<file path="config.mk">
export PLATFORM = sky130hd
export DESIGN_NAME = regfile_param
export DESIGN_NICKNAME = d
export VERILOG_FILES = /design/src/rtl/regfile_param.sv
export SDC_FILE = /design/constraint.sdc
export NUM_CORES = 2
export LEC_CHECK = 0
export BUFFER_PORTS_ARGS = -buffer_cell sky130_fd_sc_hd__buf_2
export CAP_MARGIN = 10
export CORE_MARGIN = 4
export CORE_UTILIZATION = 35
export DETAILED_ROUTE_END_ITERATION = 10
export HOLD_SLACK_MARGIN = 0.1
export PLACE_DENSITY = 0.58
export RECOVER_POWER = 25
export SLEW_MARGIN = 20
export SYNTH_ARGS = -nofsm -noshare
export SYNTH_HDL_FRONTEND = slang
export SYNTH_SLANG_ARGS = --single-unit
</file>
<file path="constraint.sdc">
create_clock -name clk -period 11.85 [get_ports clk]
set_input_delay 1.185 -clock clk [delete_from_list [all_inputs] [get_ports clk]]
set_output_delay 1.185 -clock clk [all_outputs]
set_load 0.005 [all_outputs]
</file>
<file path="src/rtl/regfile_param.sv">
// regfile_param: parameterised register file with two write ports, NRD
// combinational read ports and a post-reset clear sequence that zeroes
// registers 1..DEPTH-1 one per cycle before writes are accepted.
// Register 0 is hard-wired to zero.
// Optional feature: define REGFILE_PARAM_BYPASS_EN to forward same-cycle
// write data to matching reads (port B has priority over port A).
module regfile_param #(
  parameter int WIDTH = 32,
  parameter int DEPTH = 32,
  parameter int NRD   = 2
) (
  input  logic                 clk,
  input  logic                 reset,
  output logic                 ready,
  input  logic                 we3,
  input  logic [$clog2(DEPTH)-1:0] wa3,
  input  logic [WIDTH-1:0]     wd3,
  input  logic                 we4,
  input  logic [$clog2(DEPTH)-1:0] wa4,
  input  logic [WIDTH-1:0]     wd4,
  input  logic [NRD*$clog2(DEPTH)-1:0] ra,
  output logic [NRD*WIDTH-1:0] rd
);

  localparam int AW = $clog2(DEPTH);

  localparam logic [0:0] CLEAR = 1'b0;
  localparam logic [0:0] RUN   = 1'b1;

  logic [0:0]       state;
  logic [AW-1:0]    clear_cnt;
  logic [WIDTH-1:0] mem [DEPTH];
  logic             wr_a;
  logic             wr_b;

  assign ready = (state == RUN);

  // A write happens only in RUN, outside reset, to a nonzero address; port A
  // yields to port B when both target the same register.
  assign wr_a = ready && !reset && we3 && (wa3 != '0) && !(we4 && (wa4 == wa3));
  assign wr_b = ready && !reset && we4 && (wa4 != '0);

  // Clear-sequence control: reset restarts at register 1, RUN is entered on
  // the edge that clears the last register and is held until the next reset.
  always_ff @(posedge clk) begin
    if (reset) begin
      state     <= CLEAR;
      clear_cnt <= AW'(1);
    end else if (state == CLEAR) begin
      clear_cnt <= clear_cnt + AW'(1);
      if (clear_cnt == AW'(DEPTH - 1)) begin
        state <= RUN;
      end
    end
  end

  // Register storage: zeroed one entry per cycle during CLEAR, written by the
  // two ports in RUN; contents are deliberately left untouched by reset.
  always_ff @(posedge clk) begin
    if (!reset) begin
      if (state == CLEAR) begin
        mem[clear_cnt] <= '0;
      end else begin
        if (wr_a) begin
          mem[wa3] <= wd3;
        end
        if (wr_b) begin
          mem[wa4] <= wd4;
        end
      end
    end
  end

  genvar g;
  generate
    for (g = 0; g < NRD; g++) begin : g_read
      logic [AW-1:0] port_addr;
      assign port_addr = ra[g*AW +: AW];

      // Combinational read: zero in CLEAR and for register 0, otherwise the
      // stored value, optionally overridden by a same-cycle write.
      always_comb begin
        rd[g*WIDTH +: WIDTH] = '0;
        if (ready && (port_addr != '0)) begin
          rd[g*WIDTH +: WIDTH] = mem[port_addr];
`ifdef REGFILE_PARAM_BYPASS_EN
          if (wr_a && (wa3 == port_addr)) begin
            rd[g*WIDTH +: WIDTH] = wd3;
          end
          if (wr_b && (wa4 == port_addr)) begin
            rd[g*WIDTH +: WIDTH] = wd4;
          end
`endif
        end
      end
    end
  endgenerate

endmodule

</file>
-- After elaboration in Yosys (flattened, before gate mapping)
Memory sizes are Yosys's and may differ from the RTL's.
Index checks and enable logic that the tools add are counted.
- flip-flop bits (word level): 6
- bits in latches: 0
- memory bits (writable): 1024
- bits in read-only memories: 0
- output and inout bits: 65
- logic and storage cells: 40
- memories: 1
- $add $sub $neg: 1
- multiply operators: 0
- divide/modulo/power cells: 0
- order comparisons: 0
- equality and inequality tests: 2
- shifts and indexed selects: 0
- muxes and demuxes: 18
- bitwise gates (word level): 0
- reduce and logical (&&, ||, !) cells: 16
- memory list (memory ; depth ; width ; rd ports ; clocked after memory_dff ; write ports ; line ; RTL):
    mem ; 32 ; 32 ; 2 ; 0 ; 2 ; 32 ; logic [WIDTH-1:0] mem [DEPTH];
- operators with widths (cell ; count):
    32-bit two-way mux ; 3
    32-bit OR reduction ; 1
    5-bit nonzero test ; 4
    1-bit two-way mux ; 14
    1-bit logical AND ; 9
    5-bit by 1-bit adder with 5-bit output (second input constant) ; 1
    5-bit equality test ; 1
    5-bit equality test (second input constant) ; 1
    5-bit two-way mux ; 1
    1-bit zero test ; 2

-- Longest topological paths before layout
- depth in word-level cells: 11
- depth in mapped cells: 8

-- Least setup slack after synthesis
No wires, ideal clock.
- path kind: input to register
- start point: input port wa3[4]
- end point: memory mem[4][0], enable pin
- data arrival time: 5.636 ns
- path slack: 5.703 ns
- stages: 7
- cell sequence: buf_2 > xnor2_1 > nand2_1 > buf_4 > o211ai_2 > buf_6 > o41ai_1
- RTL lines (item ; line ; RTL):
    start: declaration ; 16 ; input logic [$clog2(DEPTH)-1:0] wa3,
    end: declaration ; 32 ;

==> flow_summary.ini <==
[timing]
finalSetupTns_ns = 0
worst_slew_pin_slew_ns = 5.02
setup_ws_ns = 3.41
rsz0062_at_grt = false
clock_skew_ns = 0.0254
min_period_ns = 8.44
max_freq_ghz = 0.118
timing.slew.headroom = -2.35
period_share = 0.712
setup_viol = 0
drv_slew = 951
finalHoldViolations = 0

[clocking]
numClockSinks = 1030
clock-root-buffer = clkbuf_16
cts_resized = 0
cts_max_path_buffers = 3
cts_tree = built
clkSlewWorstSetupHoldPaths_ns = 0.07
insertion_delay_ns = 0.73
cts_buffers = 103
post_cts_buffers = 0
htreeDepth = 3
cts_hold_buf = 0

[layout]
final_nets = 4896
num-fill-cells = 15900
syn_to_final_growth_pct = 8.19
drive_gt1_frac = 0.189

[power]
power_density_mw_per_mm2 = 119
p_leak_nw = 19.0
ir_drop_mv = 0.133

[floorplan]
rows = 151
die_h_um = 421
coreArea_mm2 = 0.169
ioPinCount = 153
floorplan.die_area_mm2 = 0.177
die-width_um = 421
initial_core_util = 0.352

[yosys]
synthCells = 5065
ys_seq_area_frac = 0.518
synth_most_common_cell = nand2_1
synth_top_area_frac = 0.516
post-synth-top-area-cell = edfxtp_1
synth_cell_types = 54
ys.flop_type = edfxtp_1
synth-edff-count = 1024
ys_top_cells_by_count = nand2_1 (1,066), edfxtp_1 (1,024), o21ai_0 (535)
synthTopCellsByArea = edfxtp_1 (52%), mux4_2 (15%), nand2_1 (6.7%), o21ai_0 (4.5%), mux2i_1 (4.3%)
synthesis.nets = 5155
syn_avg_cell_area_um2 = 11.8
yosysWarnings = 0
syn-cell-area_mm2 = 0.0596
async_flop_share = 0
synth_seq_cells = 1030

[status]
status = finished with violations
violations = capacitance limit, slew limit

[worst_hold_path]
hold_path_depth = 2
hold_path.class = reg -> reg
worstHoldEndpoint = clear_cnt[1]$_SDFFE_PP0N_
worstHoldStart = clear_cnt[1]$_SDFFE_PP0N_

[placed_design]
post-place-ws_ns = 5.24
dp_hpwl_um = 126000
portBuffers = 152
gp_congestion = 0.832

[worst_setup_path]
cp.arrival_ns = 8.79
cp_data_required_time_ns = 12.20
r2r-start = ready$_SDFF_PP0_
r2r_slack_ns = 3.41
worstReg2RegEnd = mem[18][24]$_DFFE_PP_
crit_type = reg -> reg
crit_fanout = 65
end_kind = flop
startpoint_type = flop
r2r_cells = 7

[route]
wire_per_inst_um = 31.9
dr.pass1.iters = 8
drtIter0Drc = 6619
routed_via_density = 6.27
drc = 0
via_count = 44600
wirelength_um = 227000
drtAntennaViolNets = 0

[grt]
antenna_found_initial = 16
grt_max_degree = 106
grt_pass1_wl_um = 319000
grt.total_usage = 0.251
grt_overflow = 0
grt_pass1_vias = 42900

[run]
maxCapViolCount = 25
-- state kept, by name, summed over array words and instances, names as in the netlist --
name / flops
clear_cnt: 5
mem: 1024
ready: 1
-- placed cells by master, fill, tap and decap left out, types with 8 or more instances in the layout --
cell       Yosys  final
nand2_1     1066   1065
edfxtp_1    1024   1024
o21ai_0      535    698
mux4_2       384    384
o21ai_1      436    278
mux2i_1      258    258
a22oi_1      192    192
buf_2        117    146
buf_4          9    107
clkbuf_16      0    106
nand4_1       65     66
nand3_1       65     65
a22o_1        64     64
a31oi_1       64     64
clkbuf_1     387     34
inv_1         31     31
a21oi_1       31     31
nor2_4         0     27
clkinv_2       0     26
clkinv_1       0     24
o2111ai_4     27     17
o21ai_2       37     16
o21ai_4        0     16
o2111ai_1      3     14
nor2_1        38     11
diode_2        0      8
o31ai_4        0      8
-- worst max-delay path, stage by stage, from the launching register on --
cell and delay (ns):
dfxtp_1 0.42, clkbuf_1 1.42, nand2b_1 0.64, nor4b_1 0.47
clkbuf_1 3.42, a21oi_1 0.30, o21ai_4 0.70, buf_4 0.63
-- how the worst max path moves through the flow --
stage | startpoint | to | slack (ns) | depth (start not counted)
6_report | ready$_SDFF_PP0_ | mem[18][24]$_DFFE_PP_ | 3.41 | 7
5_1_grt | ready$_SDFF_PP0_ | mem[18][27]$_DFFE_PP_ | 3.39 | 7
4_1_cts | ra[0] | rd[15] | 5.24 | 8
3_5_place_dp | ra[0] | rd[15] | 5.24 | 8
3_3_place_gp | ra[0] | rd[15] | 5.26 | 8
2_1_floorplan | wa3[4] | mem[4][0]$_DFFE_PP_ | 5.70 | 7
-- per-stage QoR --
step / utilization / hold WS, ns / instance area, um2 / power (mW) / cells
6_report: 0.381 / 0.620 / 64500 / 7.70 / 7114
5_1_grt: 0.381 / 0.654 / 64500 / 7.88 / 7110
4_1_cts: 0.383 / 0.627 / 64800 / 7.72 / 7103
3_5_place_dp: 0.364 / 0.613 / 61700 / 4.57 / 6916
3_3_place_gp: 0.364 / 0.601 / 61700 / 4.56 / 6915
2_1_floorplan: - / 0.565 / 59600 / 4.41 / 5065
-- cell families after synthesis --
family	count (synthesis)	synth area share
simple gates	1297	0.0903
fa+ha+maj	2	0.000420
xor+xnor	8	0.00117
buf+inv	677	0.0569
compound gates	1409	0.145
flops	1030	0.518
mux	642	0.188
-- power breakdown --
part           total (mW)  switching, mW  internal, mW
clock                3.21           1.49          1.72
combinational       0.486          0.318         0.167
sequential           4.01         0.0181          3.99
-- final cells by class --
type                    count  area (um2)  share of cell area
diodes                      8        20.0            0.000310
flip-flops and latches   1030       30900               0.478
multi-input cells        3358       25800               0.400
inverters                  32         120             0.00186
repair buffers            281        1760              0.0272
clock buffers             120        2710              0.0419
well taps                2218        2780              0.0430
clock inverters            67         453             0.00702
-- per-layer routing --
metal / part of all wire / up-vias / track usage
li1: - / 18800 / -
met1: 0.36 / 22100 / 0.327
met2: 0.45 / 3035 / 0.385
met3: 0.12 / 673 / 0.0595
met4: 0.068 / 14 / 0.148
met5: 0.00041 / - / 0
(Power assumes the default switching activity.)
